===== src/rtl/mem_port_arbiter.sv =====
// Arbiter sharing one single-port memory between instruction fetch (if_*) and load/store (ls_*).
// One transaction at a time; load/store has priority, bounded by a starvation guard for fetch.
module mem_port_arbiter #(
    parameter int ADDR_W     = 32,
    parameter int DATA_W     = 32,
    parameter int STARVE_MAX = 4,
    parameter int TIMEOUT    = 255
) (
    input  logic                clk,
    input  logic                rst,
    input  logic                if_req,
    input  logic [ADDR_W-1:0]   if_addr,
    output logic                if_gnt,
    output logic                if_rvalid,
    output logic [DATA_W-1:0]   if_rdata,
    output logic                if_err,
    input  logic                ls_req,
    input  logic                ls_we,
    input  logic [ADDR_W-1:0]   ls_addr,
    input  logic [DATA_W-1:0]   ls_wdata,
    input  logic [DATA_W/8-1:0] ls_wstrb,
    output logic                ls_gnt,
    output logic                ls_rvalid,
    output logic [DATA_W-1:0]   ls_rdata,
    output logic                ls_err,
    output logic                mem_req,
    output logic                mem_we,
    output logic [ADDR_W-1:0]   mem_addr,
    output logic [DATA_W-1:0]   mem_wdata,
    output logic [DATA_W/8-1:0] mem_wstrb,
    input  logic                mem_gnt,
    input  logic                mem_rvalid,
    input  logic [DATA_W-1:0]   mem_rdata,
    output logic                busy
);

    localparam int STRB_W = DATA_W / 8;
    localparam int SC_W   = (STARVE_MAX > 0) ? $clog2(STARVE_MAX + 1) : 1;
    localparam int TO_W   = (TIMEOUT > 0) ? $clog2(TIMEOUT + 1) : 1;

    typedef enum logic [1:0] {
        ST_IDLE  = 2'd0,
        ST_ISSUE = 2'd1,
        ST_WAIT  = 2'd2
    } state_t;

    state_t              state_r;
    state_t              state_s;
    logic                owner_r;      // 0 = fetch, 1 = load/store
    logic [ADDR_W-1:0]   addr_r;
    logic                we_r;
    logic [DATA_W-1:0]   wdata_r;
    logic [STRB_W-1:0]   wstrb_r;
    logic [SC_W-1:0]     starve_cnt_r;
    logic [TO_W-1:0]     tmo_cnt_r;

    logic                grant_if_s;
    logic                grant_ls_s;
    logic                resp_ok_s;
    logic                timeout_s;
    logic                resp_s;
    logic                err_s;
    logic [DATA_W-1:0]   rdata_s;

    // Arbitration: load/store wins unless fetch has been starved STARVE_MAX times in a row.
    always_comb begin
        grant_if_s = 1'b0;
        grant_ls_s = 1'b0;
        if ((state_r == ST_IDLE) && !rst) begin
            if (ls_req && !(if_req && (starve_cnt_r == SC_W'(STARVE_MAX)))) begin
                grant_ls_s = 1'b1;
            end else if (if_req) begin
                grant_if_s = 1'b1;
            end else begin
                grant_if_s = 1'b0;
            end
        end else begin
            grant_ls_s = 1'b0;
        end
    end

    // A real response in WAIT beats a timeout in the same cycle; mem_rvalid means nothing in ISSUE.
    always_comb begin
        resp_ok_s = (state_r == ST_WAIT) && mem_rvalid;
        timeout_s = (state_r != ST_IDLE) && (tmo_cnt_r == TO_W'(TIMEOUT)) && !resp_ok_s;
    end

    // State register.
    always_ff @(posedge clk or posedge rst) begin
        if (rst) begin
            state_r <= ST_IDLE;
        end else begin
            state_r <= state_s;
        end
    end

    // Next-state logic.
    always_comb begin
        state_s = state_r;
        case (state_r)
            ST_IDLE: begin
                if (grant_if_s || grant_ls_s) begin
                    state_s = ST_ISSUE;
                end else begin
                    state_s = ST_IDLE;
                end
            end
            ST_ISSUE: begin
                if (timeout_s) begin
                    state_s = ST_IDLE;
                end else if (mem_gnt) begin
                    state_s = ST_WAIT;
                end else begin
                    state_s = ST_ISSUE;
                end
            end
            ST_WAIT: begin
                if (resp_ok_s || timeout_s) begin
                    state_s = ST_IDLE;
                end else begin
                    state_s = ST_WAIT;
                end
            end
            default: state_s = ST_IDLE;
        endcase
    end

    // Outputs: everything forced low while reset is asserted, without waiting for a clock.
    always_comb begin
        if_gnt    = 1'b0;
        ls_gnt    = 1'b0;
        mem_req   = 1'b0;
        mem_we    = 1'b0;
        mem_addr  = '0;
        mem_wdata = '0;
        mem_wstrb = '0;
        busy      = 1'b0;
        resp_s    = 1'b0;
        err_s     = 1'b0;
        rdata_s   = '0;
        if (!rst) begin
            case (state_r)
                ST_IDLE: begin
                    if_gnt = grant_if_s;
                    ls_gnt = grant_ls_s;
                end
                ST_ISSUE: begin
                    busy      = 1'b1;
                    mem_req   = 1'b1;
                    mem_we    = we_r;
                    mem_addr  = addr_r;
                    mem_wdata = wdata_r;
                    mem_wstrb = wstrb_r;
                    if (timeout_s) begin
                        resp_s = 1'b1;
                        err_s  = 1'b1;
                    end else begin
                        resp_s = 1'b0;
                    end
                end
                ST_WAIT: begin
                    busy = 1'b1;
                    if (resp_ok_s) begin
                        resp_s  = 1'b1;
                        rdata_s = mem_rdata;
                    end else if (timeout_s) begin
                        resp_s = 1'b1;
                        err_s  = 1'b1;
                    end else begin
                        resp_s = 1'b0;
                    end
                end
                default: busy = 1'b0;
            endcase
        end else begin
            busy = 1'b0;
        end
        if_rvalid = resp_s && !owner_r;
        if_err    = err_s && !owner_r;
        if_rdata  = owner_r ? '0 : rdata_s;
        ls_rvalid = resp_s && owner_r;
        ls_err    = err_s && owner_r;
        ls_rdata  = owner_r ? rdata_s : '0;
    end

    // Transaction capture on grant; fetch always reads with full byte enables.
    always_ff @(posedge clk or posedge rst) begin
        if (rst) begin
            owner_r <= 1'b0;
            addr_r  <= '0;
            we_r    <= 1'b0;
            wdata_r <= '0;
            wstrb_r <= '0;
        end else if (grant_ls_s) begin
            owner_r <= 1'b1;
            addr_r  <= ls_addr;
            we_r    <= ls_we;
            wdata_r <= ls_wdata;
            wstrb_r <= ls_wstrb;
        end else if (grant_if_s) begin
            owner_r <= 1'b0;
            addr_r  <= if_addr;
            we_r    <= 1'b0;
            wdata_r <= '0;
            wstrb_r <= {STRB_W{1'b1}};
        end
    end

    // Starvation counter: counts ls grants that overtook a waiting fetch.
    always_ff @(posedge clk or posedge rst) begin
        if (rst) begin
            starve_cnt_r <= '0;
        end else if (grant_ls_s && if_req) begin
            if (starve_cnt_r != SC_W'(STARVE_MAX)) begin
                starve_cnt_r <= starve_cnt_r + SC_W'(1);
            end
        end else if (grant_ls_s || grant_if_s) begin
            starve_cnt_r <= '0;
        end
    end

    // Timeout counter: cleared on grant, runs through ISSUE and WAIT.
    always_ff @(posedge clk or posedge rst) begin
        if (rst) begin
            tmo_cnt_r <= '0;
        end else if (grant_ls_s || grant_if_s) begin
            tmo_cnt_r <= '0;
        end else if (state_r != ST_IDLE) begin
            tmo_cnt_r <= tmo_cnt_r + TO_W'(1);
        end
    end

endmodule


===== config.mk =====
export PLATFORM = sky130hd
export DESIGN_NAME = mem_port_arbiter
export DESIGN_NICKNAME = d
export VERILOG_FILES = /design/src/rtl/mem_port_arbiter.sv
export SDC_FILE = /design/constraint.sdc
export NUM_CORES = 1
export LEC_CHECK = 0
export BUFFER_PORTS_ARGS = -buffer_cell sky130_fd_sc_hd__buf_4
export CAP_MARGIN = 10
export CELL_PAD_IN_SITES_DETAIL_PLACEMENT = 2
export CELL_PAD_IN_SITES_GLOBAL_PLACEMENT = 2
export CORE_ASPECT_RATIO = 0.7
export CORE_MARGIN = 2
export CORE_UTILIZATION = 26
export DETAILED_ROUTE_END_ITERATION = 12
export PLACE_DENSITY_LB_ADDON = 0.3
export SYNTH_ARGS = -nofsm -noshare
export SYNTH_HDL_FRONTEND = slang
export SYNTH_SLANG_ARGS = --single-unit

===== constraint.sdc =====
create_clock -name clk -period 7.56 [get_ports clk]
set_input_delay 1.134 -clock clk [delete_from_list [all_inputs] [get_ports clk]]
set_output_delay 1.134 -clock clk [all_outputs]
set_load 0.02 [all_outputs]

# After elaboration in Yosys (flattened, before gate mapping)
# Cells that the tools add are included.
# totals
ff_bits,83
inputBits,139
out_inout_bits,141
word_cells,92
# classes
add_sub_neg,2
eq_ne,6
mux,52
reduce_logical,24
# op_table
cell,count
$mux 32,13
$mux 1,24
$mux 4,4
$mux 8,2
$logic_and 1x1->1,11
$mux 3,3
$add 8x1->8 const B,1
$eq 8x8->1 const B,1
$reduce_bool 2->1,4
$mux 2,3
$pmux 2 s3,1
$logic_not 1->1,4
$pmux 1 s2,2
$add 3x1->3 const B,1
$eq 3x3->1 const B,1
$ne 3x3->1 const B,1
$eq 2x1->1 const B,1
$eq 2x2->1 const B,1
$logic_not 2->1,1
$logic_or 1x1->1,2
$ne 2x1->1 const B,1
$reduce_and 2->1,1
$reduce_or 2->1,1

# Logic depth before layout (Yosys ltp)
# logic_depth
depth_word,9
ltp_mapped,10

# Least setup slack after synthesis
# No wires, ideal clock.
# synth_path
kind,in2out
startpoint,input rst
endpoint,output if_rvalid
arrival_time_ps,2290
required_time_ps,6426
path_slack_ps,4136
stages,3
n_path_buf,0
cell_sequence,nor2b_1 -> nor3b_1 -> a21boi_0
# synth_via
elab_chain_cells,2
# synth_lines
item,line,source
from (decl),10,"input logic rst,"
$mux 1,141,if (!rst) begin
$logic_and 1x1->1,178,if_rvalid = resp_s && !owner_r;
to (decl),14,"output logic if_rvalid,"
# Every way passes these cells.

# Final worst setup path
# layout_path
startpoint,input rst
endpoint,output ls_gnt
# layout_via
elab_chain_cells,5
# layout_lines
item,line,source
$logic_not 1->1 (no line),n/a,
$logic_and 1x1->1,69,if ((state_r == ST_IDLE) && !rst) begin
$mux 1,69,
$mux 1,142,case (state_r)
$mux 1 (*),141,
to (decl),22,"output logic ls_gnt,"
# Mark *: on every way between the ends. The rest lies on a longest branch, timed or not.

==> flow_summary.yaml <==
setup_path:
  crit_arrival_ps: 3050
  cpPeakStageDelay_ps: 610
  criticalPathCategory: "input port to output port"
  worst-path-max-fanout: 67
  required_ps: 6430
  critPathBufInv: 5
  end_kind: "output port"
  cp-start-kind: "input port"
  cp_common_cell: "buf_4"
  worstPathCellList: "buf_4 -> and3b_1 -> buf_4 -> nand2_4 -> inv_2 -> buf_4 -> buf_4"
  crit_family: "buffers and inverters"
  critPathSlowestCell: "buf_4"
logic_synthesis:
  syn-num-nets: 652
  synth_area_leaders: "dfrtp_1, and2_1, a22o_1, o311ai_1, nand3_1"
  synth_common_cells: "and2_1, dfrtp_1, inv_1"
  syn_area_per_cell_um2: 9.31
  synth_seq_cells: 83
  synth_edf_count: 0
  synth.top_cell.area_share: 0.441
  ys_seq_area_frac: 0.441
  synth_top_area_cell: "dfrtp_1"
  synth.cell_area_um2: 4710
  ys_async_sr_fraction: 1.00
  ys_warn_count: 0
  syn_inst: 506
  post-synth-top-count-cell: "and2_1"
  ys_types: 41
  synthFlopType: "dfrtp_1"
placement:
  dp_cells: 986
  place.gp.congestion: 0.774
  hpwl_um: 13900
  io_buffers: 279
timing:
  finalSetupViolations: 0
  drv_slew: 0
  holdWs_ps: 489
  hold_viol: 0
  finalSetupTns_ps: 0
  relSlewSlack: 0.344
  rsz0062_at_grt: "false"
  timing.fmax_mhz: 239
  final.min_clock_period_ps: 4190
  fin_crit_sh: 0.554
  worst-slew-pin-transition_ps: 985
  clock-skew-final_ps: 8.45
clocking:
  cts_setup_buffers: 0
  clkTransAtPathRegs_ps: 60
  cts_sinks: 83
  cts_buffer_depth: 2
  root_buffer: "clkbuf_16"
  cts_tree: "yes"
  cts-resized-gates: 0
  htreeDepth: 3
  cts_hold_buffers: 0
  worst_skew_pair.late_latency_ps: 340
  numCtsBuffers: 9
route:
  vias_per_cell: 4.81
  drt_wl_total_um: 18800
  wl_per_cell_um: 18.7
  drt-initial-drc-count: 222
  routed-via-count: 4820
  drc: 0
  drt_pass1_iterations: 4
  drt.antenna.violating_nets: 0
floorplanning:
  initial_core_util: 0.263
  io_pins: 280
  rows: 41
  die_y_um: 117
  die-area_um2: 19200
  core_um2: 17900
  dieWidth_um: 165
grt:
  antenna_found_initial: 0
  grt_max_degree: 73
  grtUsageTotal: 0.191
  grt_remaining_overflow: 0
  grt_pass1_wl_um: 28700
  first_global_vias: 5289
finish:
  nets: 907
  drive_gt1_frac: 0.406
  final_cells: 1002
  antennaDiodeCount: 0
  area_growth_pct: 55.9
pwr:
  finalPower_w: 0.00215
  p_leak_nw: 3.75
  ir_drop_mv: 0.112
  powerDensity_nw_per_um2: 293
status:
  outcome: "complete, no violations"
flow_run:
  drv_cap: 0
min_path:
  worstHoldPathType: "flop to flop"
-- cell type report --
cell class | instances | area [um2]
repair buffers | 288 | 2160
clock buffers | 11 | 243
fillers | 1977 | 10600
clock inverters | 5 | 109
flip-flops and latches | 83 | 2080
well taps | 236 | 295
inverters | 39 | 148
multi-input cells | 340 | 2310
-- metrics by stage --
stage | utilization | instance area [um2] | setup WS (ps)
global route | 0.410 | 7340 | 3290
global placement | 0.390 | 6980 | 3510
finish | 0.410 | 7340 | 3370
CTS | 0.410 | 7330 | 3340
floorplan | - | 4710 | 4140
detailed placement | 0.390 | 6980 | 3340
-- layer usage --
| metal | wire length [um] | vias to the layer above | global-route usage | part of all wire |
|---|---|---|---|---|
| met5 | 0 | - | 0 | 0 |
| met4 | 131 | 0 | 0.0307 | 0.0070 |
| met3 | 1100 | 12 | 0.0458 | 0.058 |
| met2 | 9320 | 147 | 0.329 | 0.50 |
| met1 | 8210 | 2416 | 0.249 | 0.44 |
| li1 | - | 2245 | - | - |
-- cell usage in the layout, fill, tap and decap left out, types with 3 or more instances in the layout --
cell type / count
buf_4: 288
and2_1: 133
dfrtp_1: 83
nand3_1: 37
inv_1: 37
o21ai_0: 37
a22o_1: 33
o311ai_1: 32
clkbuf_16: 9
nor2_1: 7
ha_1: 7
nand2_1: 5
nor2b_1: 4
and3_1: 4
o22a_1: 4
nand2b_1: 3
mux2i_1: 3
a21oi_1: 3
xnor2_1: 3
bufinv_16: 3
-- power breakdown --
| group | internal [W] | switching (W) | total [W] | leakage [nW] |
|---|---|---|---|---|
| clock | 0.000334 | 0.000188 | 0.000522 | 0.168 |
| combinational | 0.000389 | 0.000483 | 0.000873 | 2.55 |
| sequential | 0.000646 | 0.000107 | 0.000753 | 1.03 |
-- path summary, 6_finish.rpt --
path / startpoint / to / slack, ps / depth (start not counted)
min in group asynchronous: rst / addr_r[5]$_DFFE_PP0N_ / 770 / 2
max in group asynchronous: rst / wstrb_r[0]$_DFFE_PP0N_ / 5550 / 3
worst max-delay path: rst / ls_gnt / 3370 / 7
worst max register to register: state_r[0]$_DFF_PP0_ / addr_r[20]$_DFFE_PP0N_ / 4920 / 8
worst min register to register: wstrb_r[3]$_DFFE_PP0N_ / wstrb_r[3]$_DFFE_PP0N_ / 490 / 1
worst min-delay path: wstrb_r[3]$_DFFE_PP0N_ / wstrb_r[3]$_DFFE_PP0N_ / 490 / 1
-- sequential cells by signal (all words and copies together) (netlist names) --
signal / count
addr_r: 32
wstrb_r: 4
starve_cnt_r: 3
we_r: 1
wdata_r: 32
owner_r: 1
tmo_cnt_r: 8
state_r: 2
-- cell families (layout without fill, tap and decap cells) --
group           count (synthesis)  in the layout  synth area share
xor+xnor                        4              4           0.00744
flops                          83             83             0.441
mux                             3              3           0.00638
compound gates                118            118             0.184
simple gates                  208            208             0.265
buf+inv                        83            343            0.0770
fa+ha+maj                       7              7            0.0186
-- worst register-to-register path, delay by kind of cell, from the launching register on --
family                     cells  cell delay, ps
and+or+nand+nor                2             330
DFF                            1             400
buffers and inverters          4            1160
AOI/OAI and AO/OA              1             250
adders and majority gates      1             340
Power figures use the tool's default switching activity.
